==> config.mk <==
export PLATFORM = sky130hd
export DESIGN_NAME = rr_arb
export DESIGN_NICKNAME = d
export VERILOG_FILES = /design/src/rtl/rr_arb.sv
export SDC_FILE = /design/constraint.sdc
export NUM_CORES = 1
export LEC_CHECK = 0
export CAP_MARGIN = 20
export CORE_ASPECT_RATIO = 0.75
export CORE_MARGIN = 4
export CORE_UTILIZATION = 46
export CTS_BUF_LIST = sky130_fd_sc_hd__clkbuf_4 sky130_fd_sc_hd__clkbuf_8
export DETAILED_ROUTE_END_ITERATION = 10
export HOLD_SLACK_MARGIN = 0.02
export PLACE_DENSITY = 0.67
export SETUP_SLACK_MARGIN = 0.05
export SLEW_MARGIN = 0
export SYNTH_ARGS = -nofsm -noshare
export SYNTH_HDL_FRONTEND = slang
export SYNTH_SLANG_ARGS = --single-unit
==> constraint.sdc <==
create_clock -name CLK -period 9.95 [get_ports CLK]
set_clock_uncertainty 0.05 [all_clocks]
set_input_delay 1.4925 -clock CLK [delete_from_list [all_inputs] [get_ports CLK]]
set_output_delay 1.4925 -clock CLK [all_outputs]
set_load 0.01 [all_outputs]
==> src/rtl/rr_arb.sv <==
// Round-robin arbiter for the shared REQ/GRANT bus: rotating fairness, a bounded
// hold time per owner and a guaranteed dead cycle between consecutive owners.
module rr_arb #(
    parameter int N        = 8,
    parameter int MAX_HOLD = 16,
    parameter int CNT_W    = $clog2(MAX_HOLD + 1)
) (
    input  logic                 CLK,
    input  logic                 RESET,
    input  logic [N-1:0]         REQ,
    output logic [N-1:0]         GRANT,
    output logic                 GRANT_VLD,
    output logic [$clog2(N)-1:0] OWNER,
    output logic                 TIMEOUT
);
    localparam int OW = $clog2(N);

    typedef enum logic [1:0] {
        ST_IDLE = 2'd0,
        ST_BUSY = 2'd1,
        ST_GAP  = 2'd2
    } state_t;

    // Scan downward so the candidate closest to ptr is the last one written and wins.
    function automatic logic [OW:0] rr_pick(input logic [N-1:0] req, input logic [OW-1:0] ptr);
        logic [OW:0] res;
        int          idx;
        res = '0;
        for (int k = N - 1; k >= 0; k--) begin
            idx = (int'(ptr) + k) % N;
            if (req[idx]) begin
                res = {1'b1, OW'(idx)};
            end
        end
        return res;
    endfunction

    function automatic logic [OW-1:0] ptr_after(input logic [OW-1:0] own);
        return (int'(own) == N - 1) ? '0 : own + OW'(1);
    endfunction

    state_t           r_state;
    logic [OW-1:0]    r_ptr;
    logic [CNT_W-1:0] r_hold_cnt;
    logic [N-1:0]     r_grant;
    logic             r_vld;
    logic [OW-1:0]    r_owner;
    logic             r_timeout;

    state_t           w_state_nxt;
    logic [OW-1:0]    w_ptr_nxt;
    logic [CNT_W-1:0] w_cnt_nxt;
    logic [N-1:0]     w_grant_nxt;
    logic [OW-1:0]    w_owner_nxt;
    logic             w_timeout_nxt;
    logic [OW:0]      w_pick;

    // State register and all registered outputs.
    always_ff @(posedge CLK or negedge RESET) begin
        if (!RESET) begin
            r_state    <= ST_IDLE;
            r_ptr      <= '0;
            r_hold_cnt <= '0;
            r_grant    <= '0;
            r_vld      <= 1'b0;
            r_owner    <= '0;
            r_timeout  <= 1'b0;
        end else begin
            r_state    <= w_state_nxt;
            r_ptr      <= w_ptr_nxt;
            r_hold_cnt <= w_cnt_nxt;
            r_grant    <= w_grant_nxt;
            r_vld      <= |w_grant_nxt;
            r_owner    <= w_owner_nxt;
            r_timeout  <= w_timeout_nxt;
        end
    end

    // Next-state: arbitrate when nobody owns the bus, otherwise watch release and hold limit.
    always_comb begin
        w_pick        = rr_pick(REQ, r_ptr);
        w_state_nxt   = r_state;
        w_ptr_nxt     = r_ptr;
        w_cnt_nxt     = r_hold_cnt;
        w_grant_nxt   = r_grant;
        w_owner_nxt   = r_owner;
        w_timeout_nxt = 1'b0;
        case (r_state)
            ST_IDLE, ST_GAP: begin
                w_cnt_nxt = '0;
                if (w_pick[OW]) begin
                    w_state_nxt = ST_BUSY;
                    w_owner_nxt = w_pick[OW-1:0];
                    w_grant_nxt = {{(N-1){1'b0}}, 1'b1} << w_pick[OW-1:0];
                end else begin
                    w_state_nxt = ST_IDLE;
                    w_grant_nxt = '0;
                end
            end
            ST_BUSY: begin
                // A release at the limit edge takes precedence, so no TIMEOUT pulse then.
                if (!REQ[r_owner]) begin
                    w_state_nxt = ST_GAP;
                    w_grant_nxt = '0;
                    w_cnt_nxt   = '0;
                    w_ptr_nxt   = ptr_after(r_owner);
                end else if (r_hold_cnt == CNT_W'(MAX_HOLD - 1)) begin
                    w_state_nxt   = ST_GAP;
                    w_grant_nxt   = '0;
                    w_cnt_nxt     = '0;
                    w_ptr_nxt     = ptr_after(r_owner);
                    w_timeout_nxt = 1'b1;
                end else begin
                    w_cnt_nxt = r_hold_cnt + CNT_W'(1);
                end
            end
            default: begin
                w_state_nxt = ST_IDLE;
                w_grant_nxt = '0;
                w_cnt_nxt   = '0;
            end
        endcase
    end

    assign GRANT     = r_grant;
    assign GRANT_VLD = r_vld;
    assign OWNER     = r_owner;
    assign TIMEOUT   = r_timeout;
endmodule
=== After elaboration in Yosys (flattened, before gate mapping) ===
Index checks and enable logic that the tools add are counted.

* $add $sub $neg: 9
* Reduce and logical (&&, ||, !) cells: 12
* Bitwise logic cells: 7
* Multiply operators: 0
* Equal/unequal tests: 6
* Divide/modulo/power cells: 0
* Multiplexer cells: 50
* Magnitude comparators: 9
* Shift operators: 1

{| class="wikitable"
|+ Operator list
! operator !! number
|-
| $lt 4x5->1 const B || 7
|-
| $mux 4 || 8
|-
| $bmux 1 s3 || 9
|-
| $mux 8 || 3
|-
| $reduce_or 3->1 || 7
|-
| $mux 1 || 20
|-
| $pmux 8 s2 || 1
|-
| $mux 5 || 3
|-
| $add 3x3->3 const B || 4
|-
| $mux 3 || 3
|-
| $lt 3x4->1 const B || 2
|-
| $reduce_or 8->1 || 1
|-
| $shl 1x3->8 const A || 1
|-
| $and 1x1->1 const A || 7
|-
| $add 3x1->3 const B || 2
|-
| $add 3x2->3 const B || 2
|-
| $add 5x1->5 const B || 1
|-
| $eq 5x4->1 const B || 1
|-
| $mux 2 || 2
|-
| $pmux 2 s2 || 1
|-
| $reduce_and 2->1 || 2
|-
| $eq 3x1->1 const B || 1
|-
| $ne 3x3->1 const B || 1
|-
| $eq 2x1->1 const B || 1
|-
| other kinds (4) || 4
|}

* ROM bits: 0
* Register bits after elaboration: 23
* Input port bits: 10
* Bits in latches: 0
* Word-level logic and storage cells: 101
* RAM bits: 0
* Memories kept: 0
* Output and inout bits: 13

=== Longest topological paths before layout ===
Gate-level depths: netlist of the first run.

* Word-level depth: 18
* Gate-level depth with buffers: 12
* Mapped depth without buffers: 8

=== Worst setup path before layout of the first run ===
No wires, ideal clock.

* Path kind: in2reg
* Start point: input port REQ[6]
* End point: register r_owner[0] (netlist: OWNER[0])
* Arrival: 3.372 ns
* Required time: 9.775 ns
* Slack: 6.403 ns
* Stages on the path: 5
* Cell sequence: clkbuf_1 > mux4_2 > mux2_2 > o41a_4 > mux2_4

* Cells in the longest elaborated chain, start to end: 12

{| class="wikitable"
|+ RTL lines
! element !! line !! text
|-
| start: declaration || 10 || <nowiki>input logic [N-1:0] REQ,</nowiki>
|-
| $bmux 1 s3 || 31 || <nowiki>if (req[idx]) begin</nowiki>
|-
| $mux 1 (implied by the code) (2 in a row) || 31 ||
|-
| $mux 4 (7 in a row) || 31 ||
|-
| $mux 4 * || 31 ||
|-
| $reduce_and 2->1 (no line) || - ||
|-
| end signal: assignment || 74 || <nowiki>r_owner <= w_owner_nxt;</nowiki>
|-
| end: declaration || 47 || <nowiki>logic [OW-1:0] r_owner;</nowiki>
|}

Mark *: on every way between the ends. The rest lies on a longest branch, timed or not. The select of a mux whose other input is x is not followed.
A chain may end at the register's enable or synchronous reset.

=== Worst setup path after layout of the first run ===
* Start point: register r_ptr[0]
* End point: register r_grant[2] (netlist: GRANT[2])

* Cells in the longest elaborated chain, start to end: 15

{| class="wikitable"
|+ RTL lines
! element !! line !! text
|-
| start: declaration || 43 || <nowiki>logic [OW-1:0] r_ptr;</nowiki>
|-
| start signal: assignment || 70 || <nowiki>r_ptr <= w_ptr_nxt;</nowiki>
|-
| $add 3x3->3 || 30 || <nowiki>idx = (int'(ptr) + k) % N;</nowiki>
|-
| $bmux 1 s3 || 31 ||
|-
| $mux 1 (implied by the code) (2 in a row) || 31 ||
|-
| $mux 4 (7 in a row) || 31 ||
|-
| $mux 4 * || 31 ||
|-
| $shl 1x3->8 || 94 || <nowiki>w_grant_nxt = {{(N-1){1'b0}}, 1'b1} << w_pick[OW-1:0];</nowiki>
|-
| $mux 8 * || 91 || <nowiki>if (w_pick[OW]) begin</nowiki>
|-
| $pmux 8 s2 * || 88 || <nowiki>case (r_state)</nowiki>
|-
| named net w_grant_nxt[2] || 53 || <nowiki>logic [N-1:0] w_grant_nxt;</nowiki>
|-
| end signal: assignment || 72 || <nowiki>r_grant <= w_grant_nxt;</nowiki>
|-
| end: declaration || 45 || <nowiki>logic [N-1:0] r_grant;</nowiki>
|}

The timed path passes the listed nets; every way through them passes the cells marked *. The select of a mux whose other input is x is not followed.

==> results by group, run 1 <==
Power and ir drop
  – Total power: 0.9046 mW
  – Net Sw Frac: 49.83%
  – P_leak: 0.9540 nW
  – Psw: 0.4508 mW
  – Power density cells: 377.5 nW/um^2
  – Clk pwr share: 6.6%
  – Pint: 0.4538 mW
  – Worst VDD drop: 0.2083 mV
  – Comb pwr share: 72.5%
  – Sequential Power Share: 20.9%

Global routing
  – Number of global-route vias before repair: 1675
  – First-pass GRT wire length: 8804 um
  – Remaining Overflow, GRT: 0
  – Antenna violations before repair: 0
  – Largest net degree at the start of global routing: 24
  – GRT Overall Usage: 19.82%

Floorplanning
  – Core Region: 4204 um^2
  – Die width: 85.87 um
  – Die outline height: 66.41 um
  – Total die area: 5702 um^2
  – Site Rows: 20
  – # IOs: 23
  – Starting density of the core: 49.76%

Place
  – Half-perimeter wire length after placement: 3940 um
  – Input/output buffers: 22
  – GP Congestion: 0.9323
  – Place WS: 5.635 ns
  – Area post-placement: 2322 um^2

Critical path
  – CP endpoint kind: flop
  – CP Launch Point: r_ptr[0]$_DFFE_PN0P_
  – Critical Path RT: 10.03 ns
  – Arrival time worst endpoint: 4.41 ns
  – RR Startpoint: r_ptr[0]$_DFFE_PN0P_
  – CP Launch Type: flop
  – R2R Path End: GRANT[2]$_DFF_PN0_
  – Reg2Reg Setup Slack: 5.62 ns
  – Critical path class: flop to flop
  – Critical Path Fanout Max: 22
  – End of the critical path: GRANT[2]$_DFF_PN0_
  – R2r worst-path depth: 8

Drt
  – DR WL/cell: 19.55 um
  – DRT iter0 DRCs: 214
  – DRT Pass-1 Iters: 5
  – Antenna viol nets, final: 0
  – Vias after detailed routing: 1799
  – Vias/cell: 6.614
  – Final wirelength: 5317 um
  – Drc violations: 0

Min path
  – Hold path cells: 1
  – Worst Hold Class: flop to flop

Timing
  – # setup viols final: 0
  – F_max: 0.2308 GHz
  – Slew @ Worst Pin: 0.9713 ns
  – Slew HR: 35.25%
  – RSZ-0062 raised after global routing: no
  – Fin. max-slew vios: 0
  – Final period utilization: 43.55%
  – Hold Vio Cnt, Final: 0
  – Hold slack: 0.4121 ns
  – Period minus WS final: 4.333 ns
  – Final WS setup: 5.617 ns
  – Setup TNS: 0 ns

Synth
  – Count leader, synth: dfrtp_1
  – Mapped Area: 2092 um^2
  – Post-Syn Nets: 216
  – Yosys warning count: 0
  – Seq/Total Area, Yosys: 27.51%
  – Mux share of post-synthesis cell area: 29.43%
  – Top cells by area, synth: dfrtp_1, mux4_2, mux2i_1, mux2_2, o41ai_1
  – Combinational family with the most area after synthesis: multiplexers
  – Synth unique cells: 52
  – Synth area leader: dfrtp_1
  – Async SR Flop Fraction: 100.0%
  – Syn_area_per_cell: 10.41 um^2
  – Synth Register Bits: 23
  – Post-synth EDFFs: 0
  – Commonest cells post-synth: dfrtp_1, nand2_1, mux4_2
  – Gate Count Post-Synth: 201
  – Synth Area in Adders: 2.990%
  – XOR/XNOR share of the synthesized area: 2.033%
  – Simple-Gate Fraction of Synth Area: 11.90%
  – Compound-cell area share of the yosys netlist: 21.35%
  – Main synth FF type: dfrtp_1
  – Synth top area share: 27.51%

Finish
  – Layout area overhead: 14.53%
  – Ant. Diodes: 0
  – Final net count: 233
  – Reg area: 575.6 um^2
  – Share of layout cells above drive strength 1: 17.97%
  – Area of the multi-input gates: 1416 um^2
  – Layout fillers: 353
  – Design Area, Final: 2396 um^2

Outcome
  – Status: complete, no violations

Clock network
  – Clock latency on the worst-skew pair: 0.27 ns
  – CTS tree: built
  – CTS sink cnt: 23
  – Clk slew on worst S/H paths: 0.08 ns
  – Root buf cell: clkbuf_8
  – TritonCTS buffer count: 3
  – H-tree levels: 1
  – Post-CTS Hold Buffers: 0
  – Max clock buf depth: 2
  – Setup bufs post-CTS: 0
  – CTS resizes: 0

Job
  – MaxCap Viol Count: 0
layout make-up:
| type | instances | share of cell area, % |
|---|---|---|
| clock buffers | 3 | 1.723 |
| clock inverters | 1 | 0.2089 |
| inverters | 11 | 1.723 |
| multi-input cells | 156 | 59.11 |
| flip-flops and latches | 23 | 24.02 |
| well taps | 55 | 2.872 |
| repair buffers | 23 | 10.34 |
metrics by stage:
stage / instances / utilization, %
2_1_floorplan: 201 / -
3_3_place_gp: 267 / 55.24
3_5_place_dp: 267 / 55.24
4_1_cts: 271 / 56.34
5_1_grt: 272 / 56.99
6_report: 272 / 56.99
cells by family after synthesis:
group / count (synthesis)
buf+inv: 22
compound gates: 56
fa+ha+maj: 5
flops: 23
simple gates: 52
mux: 39
xor+xnor: 4
critical path, stage by stage (launching register included):
cell	delay [ns]
dfrtp_1	0.99
inv_1	0.33
ha_1	0.84
mux2_2	0.43
mux4_2	0.51
nand4_1	0.12
o2111ai_1	0.15
a211oi_1	0.59
o41ai_1	0.18
sequential cells by signal, indices dropped and copies added, names as in the netlist:
register and flops:
OWNER 3, TIMEOUT 1, GRANT 8, r_ptr 3
GRANT_VLD 1, r_state 2, r_hold_cnt 5
metal layers:
| metal | track usage [%] | part of all wire (%) | up-vias |
|---|---|---|---|
| li1 | - | - | 827 |
| met1 | 28.99 | 44 | 882 |
| met2 | 31.25 | 46 | 84 |
| met3 | 2.615 | 8.3 | 6 |
| met4 | 4.150 | 1.1 | 0 |
| met5 | 0 | 0 | - |
power by group through the flow:
stage | combinational (mW) | clock [mW] | sequential [mW]
2_1_floorplan | 0.530 | 0 | 0.158
3_3_place_gp | 0.639 | 0 | 0.189
3_5_place_dp | 0.645 | 0 | 0.191
4_1_cts | 0.649 | 0.0614 | 0.189
5_1_grt | 0.711 | 0.0652 | 0.197
6_report | 0.656 | 0.0595 | 0.189
placed cells by master (no fill, tap or decap), drive strengths merged, types with 2 or more instances in the layout:
cell type | synthesis | routed
o211ai | 2 | 2
a21oi | 11 | 11
clkbuf | 6 | 3
mux2 | 11 | 11
or2 | 4 | 4
o41ai | 8 | 8
mux2i | 13 | 13
a221oi | 5 | 5
xnor2 | 2 | 2
nor4 | 2 | 2
o21ai | 8 | 8
nand4 | 4 | 4
mux4 | 15 | 15
inv | 11 | 11
xor2 | 2 | 2
nor2b | 2 | 2
clkdlybuf4s50 | 0 | 22
ha | 5 | 5
nand2 | 18 | 18
nand3 | 2 | 2
o21a | 2 | 2
a211oi | 4 | 4
nor2 | 9 | 9
nor3 | 6 | 6
a21o | 4 | 4
dfrtp | 23 | 23
how the worst min path moves through the flow:
| stage | endpoint | slack, ns | from |
|---|---|---|---|
| after floorplan | TIMEOUT$_DFF_PN0_ | 0.39 | r_hold_cnt[4]$_DFF_PN0_ |
| after global placement | TIMEOUT$_DFF_PN0_ | 0.40 | r_hold_cnt[4]$_DFF_PN0_ |
| after CTS | TIMEOUT$_DFF_PN0_ | 0.42 | r_hold_cnt[4]$_DFF_PN0_ |
| final | TIMEOUT$_DFF_PN0_ | 0.41 | r_hold_cnt[4]$_DFF_PN0_ |
| after detailed placement | TIMEOUT$_DFF_PN0_ | 0.41 | r_hold_cnt[4]$_DFF_PN0_ |
| after global routing | TIMEOUT$_DFF_PN0_ | 0.44 | r_hold_cnt[4]$_DFF_PN0_ |
No activity file was read; power rests on OpenSTA's default activity.
==> inputs of run 2 (changes only) <==
==> constraint.sdc (replaced) <==
create_clock -name CLK -period 4.5 [get_ports CLK]
set_clock_uncertainty 0.05 [all_clocks]
set_input_delay 0.675 -clock CLK [delete_from_list [all_inputs] [get_ports CLK]]
set_output_delay 0.675 -clock CLK [all_outputs]
set_load 0.01 [all_outputs]
==> run 2 against run 1 <==
Compared with the run above: routed wire length up 1.3%; clock-buffer cell count did not move; combinational power is 130% higher; critical path depth unchanged; non-clock buffer count grew 1; final cell count is 0.37% higher; global-route usage grew 0.21 points; register-to-register slack worse by 5.2 ns; core utilization increased by 0.18 points; critical endpoint is now GRANT[6]$_DFF_PN0_.
==> results by group, run 2 (synthesized netlist as in run 1, its figures left out) <==
Outcome
  – Status: complete, no violations (unchanged)

Timing
  – # setup viols final: 0 (unchanged)
  – Fin. max-slew vios: 0 (unchanged)
  – Slew @ Worst Pin: 0.8033 ns (was 0.9713 ns)
  – Slew HR: 46.45% (was 35.25%)
  – Period minus WS final: 4.049 ns (was 4.333 ns)
  – Hold slack: 0.4138 ns (was 0.4121 ns)
  – Final period utilization: 89.97% (was 43.55%)
  – F_max: 0.2470 GHz (was 0.2308 GHz)
  – RSZ-0062 raised after global routing: no (unchanged)
  – Setup TNS: 0 ns (unchanged)
  – Final WS setup: 0.4515 ns (was 5.617 ns)
  – Hold Vio Cnt, Final: 0 (unchanged)

Critical path
  – Critical Path RT: 4.56 ns (was 10.03 ns)
  – Critical Path Fanout Max: 16 (was 22)
  – CP endpoint kind: flop (unchanged)
  – Arrival time worst endpoint: 4.11 ns (was 4.41 ns)
  – RR Startpoint: r_ptr[1]$_DFFE_PN0P_ (was r_ptr[0]$_DFFE_PN0P_)
  – CP Launch Point: r_ptr[1]$_DFFE_PN0P_ (was r_ptr[0]$_DFFE_PN0P_)
  – Critical path class: flop to flop (unchanged)
  – Reg2Reg Setup Slack: 0.45 ns (was 5.62 ns)
  – CP Launch Type: flop (unchanged)

Global routing
  – Largest net degree at the start of global routing: 24 (unchanged)
  – GRT Overall Usage: 20.04% (was 19.82%)
  – Antenna violations before repair: 0 (unchanged)
  – Remaining Overflow, GRT: 0 (unchanged)
  – First-pass GRT wire length: 8990 um (was 8804 um)
  – Number of global-route vias before repair: 1744 (was 1675)

Finish
  – Most common cell after layout, fill and taps aside: dfrtp_1 (unchanged)
  – Final net count: 234 (was 233)
  – Most frequent cells in the layout: dfrtp_1, clkdlybuf4s50_1, nand2_1 (unchanged)
  – Share of layout cells above drive strength 1: 18.35% (was 17.97%)
  – Final Non-Filler Cells: 273 (was 272)
  – Layout fillers: 350 (was 353)
  – Layout area overhead: 14.89% (was 14.53%)
  – Design Area, Final: 2404 um^2 (was 2396 um^2)
  – Max FFs per register: 8 (unchanged)
  – Post-layout util: 57.17% (was 56.99%)
  – Ant. Diodes: 0 (unchanged)

Clock network
  – Clk slew on worst S/H paths: 0.08 ns (about the same)
  – H-tree levels: 1 (unchanged)
  – CTS sink cnt: 23 (unchanged)
  – CTS tree: built (unchanged)
  – Max clock buf depth: 2 (unchanged)
  – CTS resizes: 0 (unchanged)
  – Setup bufs post-CTS: 0 (unchanged)
  – TritonCTS buffer count: 3 (unchanged)
  – Post-CTS Hold Buffers: 0 (unchanged)
  – Root buf cell: clkbuf_8 (unchanged)
  – Clock latency on the worst-skew pair: 0.26 ns (was 0.27 ns)

Power and ir drop
  – Worst VDD drop: 0.5266 mV (was 0.2083 mV)
  – P_leak: 0.9591 nW (was 0.9540 nW)
  – Total power: 2.031 mW (was 0.9046 mW)
  – Power density cells: 845.2 nW/um^2 (was 377.5 nW/um^2)

Place
  – Area post-placement: 2330 um^2 (was 2322 um^2)
  – Placed Cells: 268 (was 267)
  – Input/output buffers: 22 (unchanged)
  – Half-perimeter wire length after placement: 4052 um (was 3940 um)
  – Place WS: 0.5214 ns (was 5.635 ns)
  – GP Congestion: 0.8825 (was 0.9323)

Floorplanning
  – Total die area: 5702 um^2 (unchanged)
  – Die width: 85.87 um (unchanged)
  – # IOs: 23 (unchanged)
  – Site Rows: 20 (unchanged)
  – Starting density of the core: 49.76% (unchanged)
  – Core Region: 4204 um^2 (unchanged)
  – Die outline height: 66.41 um (unchanged)

Drt
  – DRT iter0 DRCs: 186 (was 214)
  – Vias after detailed routing: 1825 (was 1799)
  – DR WL/cell: 19.73 um (was 19.55 um)
  – Drc violations: 0 (unchanged)
  – Final wirelength: 5387 um (was 5317 um)
  – DRT Pass-1 Iters: 4 (was 5)
  – Antenna viol nets, final: 0 (unchanged)
  – Vias/cell: 6.685 (was 6.614)

Min path
  – Worst Hold Class: flop to flop (unchanged)
  – Hold Path Origin: r_hold_cnt[4]$_DFF_PN0_ (unchanged)

Job
  – MaxCap Viol Count: 0 (unchanged)
run 2: path summary, 6_finish.rpt:
| path | cells after the start | end |
|---|---|---|
| worst max register to register | 8 | GRANT[6]$_DFF_PN0_ |
| worst min register to register | 1 | TIMEOUT$_DFF_PN0_ |
| worst min-delay path | 1 | TIMEOUT$_DFF_PN0_ |
| worst max-delay path | 8 | GRANT[6]$_DFF_PN0_ |
| max in group asynchronous | 2 | r_state[0]$_DFFE_PN0P_ |
| min in group asynchronous | 1 | r_hold_cnt[4]$_DFF_PN0_ |
run 2: cell type report:
class	instances	area (um^2)	area share [%]
Clock buffer	3	41.29	1.718
Clock inverter	1	5.005	0.2082
Inverter	11	41.29	1.718
Multi-Input combinational cell	156	1416	58.93
Sequential cell	23	575.6	23.95
Tap cell	55	68.82	2.863
Timing Repair Buffer	24	255.2	10.62
run 2: critical path: stages (launching register included):
cell and delay [ns]:
dfrtp_1 0.60, inv_1 0.35, ha_1 0.82, mux2_2 0.42
mux4_2 0.51, nand4_1 0.11, o2111ai_1 0.14, a211oi_1 0.69
o41ai_1 0.21
run 2: report_power, final:
group	switching, mW	total [mW]	leakage [nW]	internal [mW]
logic	0.859	1.53	0.633	0.670
registers	0.0991	0.377	0.300	0.278
clock network	0.0635	0.125	0.0255	0.0618
run 2: routing by layer:
layer	global-route usage, %	vias up	routed length, um
li1	-	820	-
met1	28.99	897	2317
met2	29.81	104	2522
met4	4.941	0	29
met5	0	-	0
met3	4.981	4	518
==> inputs of run 3 (changes only) <==
--- a/config.mk
+++ b/config.mk
@@ -10,7 +10,9 @@
 export CORE_MARGIN = 4
 export CORE_UTILIZATION = 46
 export CTS_BUF_LIST = sky130_fd_sc_hd__clkbuf_4 sky130_fd_sc_hd__clkbuf_8
+export CTS_CLUSTER_SIZE = 20
 export DETAILED_ROUTE_END_ITERATION = 10
+export GPL_TIMING_DRIVEN = 0
 export HOLD_SLACK_MARGIN = 0.02
 export PLACE_DENSITY = 0.67
 export SETUP_SLACK_MARGIN = 0.05
==> run 3 against run 2 <==
Compared with the run above: clock power rose by 6%; setup slack got worse by 0.020 ns; critical path type unchanged; highest routed layer unchanged; largest cell class unchanged; sequential power fell by 9.3%; die area did not move.
==> results by group, run 3 (synthesized netlist as in run 1, its figures left out) <==
Global routing
  – Antenna violations before repair: 0 (unchanged)
  – Met3 usage: 4.732% (was 4.981%)
  – GR peak layer: met2 (unchanged)
  – Largest net degree at the start of global routing: 24 (unchanged)
  – Met1 Track Usage GR: 30.43% (was 28.99%)
  – Met2 GRT Util: 30.87% (was 29.81%)
  – First-pass GRT wire length: 8970 um (was 8990 um)
  – Number of global-route vias before repair: 1715 (was 1744)
  – GRT Overall Usage: 20.57% (was 20.04%)
  – Remaining Overflow, GRT: 0 (unchanged)

Critical path
  – Critical path class: flop to flop (unchanged)
  – Reg2Reg Setup Slack: 0.43 ns (was 0.45 ns)
  – R2R Path End: GRANT[7]$_DFF_PN0_ (was GRANT[6]$_DFF_PN0_)
  – RR Startpoint: r_ptr[1]$_DFFE_PN0P_ (unchanged)
  – Arrival time worst endpoint: 4.16 ns (was 4.11 ns)
  – CP Launch Type: flop (unchanged)
  – R2r worst-path depth: 12 (was 8)
  – Critical Path RT: 4.60 ns (was 4.56 ns)
  – CP endpoint kind: flop (unchanged)
  – Critical Path Fanout Max: 10 (was 16)

Place
  – GP Congestion: 0.8836 (was 0.8825)
  – Area post-placement: 2381 um^2 (was 2330 um^2)
  – Half-perimeter wire length after placement: 4236 um (was 4052 um)
  – Input/output buffers: 22 (unchanged)
  – Placed Cells: 278 (was 268)

Power and ir drop
  – P_leak: 0.9876 nW (was 0.9591 nW)
  – Worst VDD drop: 0.4827 mV (was 0.5266 mV)
  – Power density cells: 849.7 nW/um^2 (was 845.2 nW/um^2)

Timing
  – # setup viols final: 0 (unchanged)
  – Hold Vio Cnt, Final: 0 (unchanged)
  – Hold slack: 0.4167 ns (was 0.4138 ns)
  – F_max: 0.2458 GHz (was 0.2470 GHz)
  – RSZ-0062 raised after global routing: no (unchanged)
  – Period minus WS final: 4.068 ns (was 4.049 ns)
  – Setup TNS: 0 ns (unchanged)
  – Slew @ Worst Pin: 0.5672 ns (was 0.8033 ns)
  – Fin. max-slew vios: 0 (unchanged)
  – Slew HR: 61.86% (was 46.45%)
  – Final period utilization: 90.41% (was 89.97%)

Clock network
  – Clock latency on the worst-skew pair: 0.26 ns (about the same)
  – Post-CTS Hold Buffers: 0 (unchanged)
  – CTS tree: built (unchanged)
  – CTS resizes: 0 (unchanged)
  – H-tree levels: 1 (unchanged)
  – CTS sink cnt: 23 (unchanged)
  – Clk slew on worst S/H paths: 0.08 ns (about the same)
  – Root buf cell: clkbuf_8 (unchanged)
  – Max clock buf depth: 2 (unchanged)
  – TritonCTS buffer count: 3 (unchanged)
  – Setup bufs post-CTS: 0 (unchanged)

Finish
  – Final net count: 244 (was 234)
  – Most common cell after layout, fill and taps aside: dfrtp_1 (unchanged)
  – Ant. Diodes: 0 (unchanged)
  – Final Non-Filler Cells: 283 (was 273)
  – Most frequent cells in the layout: dfrtp_1, clkdlybuf4s50_1, nand2_1 (unchanged)
  – Max FFs per register: 8 (unchanged)
  – Share of layout cells above drive strength 1: 19.74% (was 18.35%)
  – Layout area overhead: 17.70% (was 14.89%)
  – Post-layout util: 58.57% (was 57.17%)
  – Design Area, Final: 2462 um^2 (was 2404 um^2)

Floorplanning
  – Site Rows: 20 (unchanged)
  – Die width: 85.87 um (unchanged)
  – Die outline height: 66.41 um (unchanged)
  – Core Region: 4204 um^2 (unchanged)
  – Total die area: 5702 um^2 (unchanged)
  – # IOs: 23 (unchanged)
  – Starting density of the core: 49.76% (unchanged)

Min path
  – Hold path cells: 1 (unchanged)
  – Hold endpoint: TIMEOUT$_DFF_PN0_ (unchanged)
  – Worst Hold Class: flop to flop (unchanged)
  – Hold Path Origin: r_hold_cnt[4]$_DFF_PN0_ (unchanged)

Drt
  – DRT iter0 DRCs: 151 (was 186)
  – Drc violations: 0 (unchanged)
  – DRT Pass-1 Iters: 4 (unchanged)
  – Vias/cell: 6.403 (was 6.685)
  – DR WL/cell: 19.59 um (was 19.73 um)
  – Final wirelength: 5545 um (was 5387 um)
  – Vias after detailed routing: 1812 (was 1825)
  – Antenna viol nets, final: 0 (unchanged)

Outcome
  – Status: complete, no violations (unchanged)

Job
  – MaxCap Viol Count: 0 (unchanged)
-- run 3: worst max-delay path, stage by stage (launching register included) --
cell      delay [ns]
dfrtp_1         0.37
clkbuf_1        0.45
inv_1           0.24
clkbuf_1        0.34
ha_1            0.37
buf_4           0.17
buf_4           0.19
mux2i_1         0.12
mux4_2          0.57
nor2b_1         0.18
a311oi_2        0.29
o31ai_1         0.19
o41ai_1         0.42
-- run 3: worst max path at each step --
stage / startpoint / to / slack [ns] / cells past startpoint
final: r_ptr[1]$_DFFE_PN0P_ / GRANT[7]$_DFF_PN0_ / 0.43 / 12
after global routing: r_ptr[1]$_DFFE_PN0P_ / GRANT[0]$_DFF_PN0_ / 0.16 / 11
after CTS: r_ptr[1]$_DFFE_PN0P_ / GRANT[7]$_DFF_PN0_ / 0.29 / 11
after detailed placement: r_ptr[1]$_DFFE_PN0P_ / GRANT[7]$_DFF_PN0_ / 0.31 / 11
after global placement: r_ptr[1]$_DFFE_PN0P_ / GRANT[2]$_DFF_PN0_ / 0.49 / 11
after floorplan: r_ptr[1]$_DFFE_PN0P_ / GRANT[1]$_DFF_PN0_ / 1.14 / 12
-- run 3: where the power goes --
group	internal, mW	total (mW)	switching, mW
Clock	0.0692	0.133	0.0634
Sequential	0.279	0.342	0.0627
Combinational	0.701	1.62	0.917
Total	1.05	2.09	1.04
-- run 3: per-layer routing --
| layer | wire length, um | up-vias |
|---|---|---|
| met1 | 2614 | 903 |
| met3 | 389 | 5 |
| li1 | - | 848 |
| met4 | 29 | 0 |
| met5 | 0 | - |
| met2 | 2512 | 56 |
-- run 3: layout make-up --
class	instances	area, um^2
clock buffer	4	48.80
sequential	23	575.6
buffer	11	58.81
fill	347	1742
timing repair buffer	23	247.7
inverter	11	41.29
multi-input combinational	156	1421
tap	55	68.82
-- run 3: metrics by stage --
step,setup slack (ns),power [mW]
after detailed placement,0.3124,1.928
after global placement,0.4883,1.881
after global routing,0.1638,2.247
final,0.4317,2.092
after CTS,0.2859,2.070
after floorplan,1.139,1.521
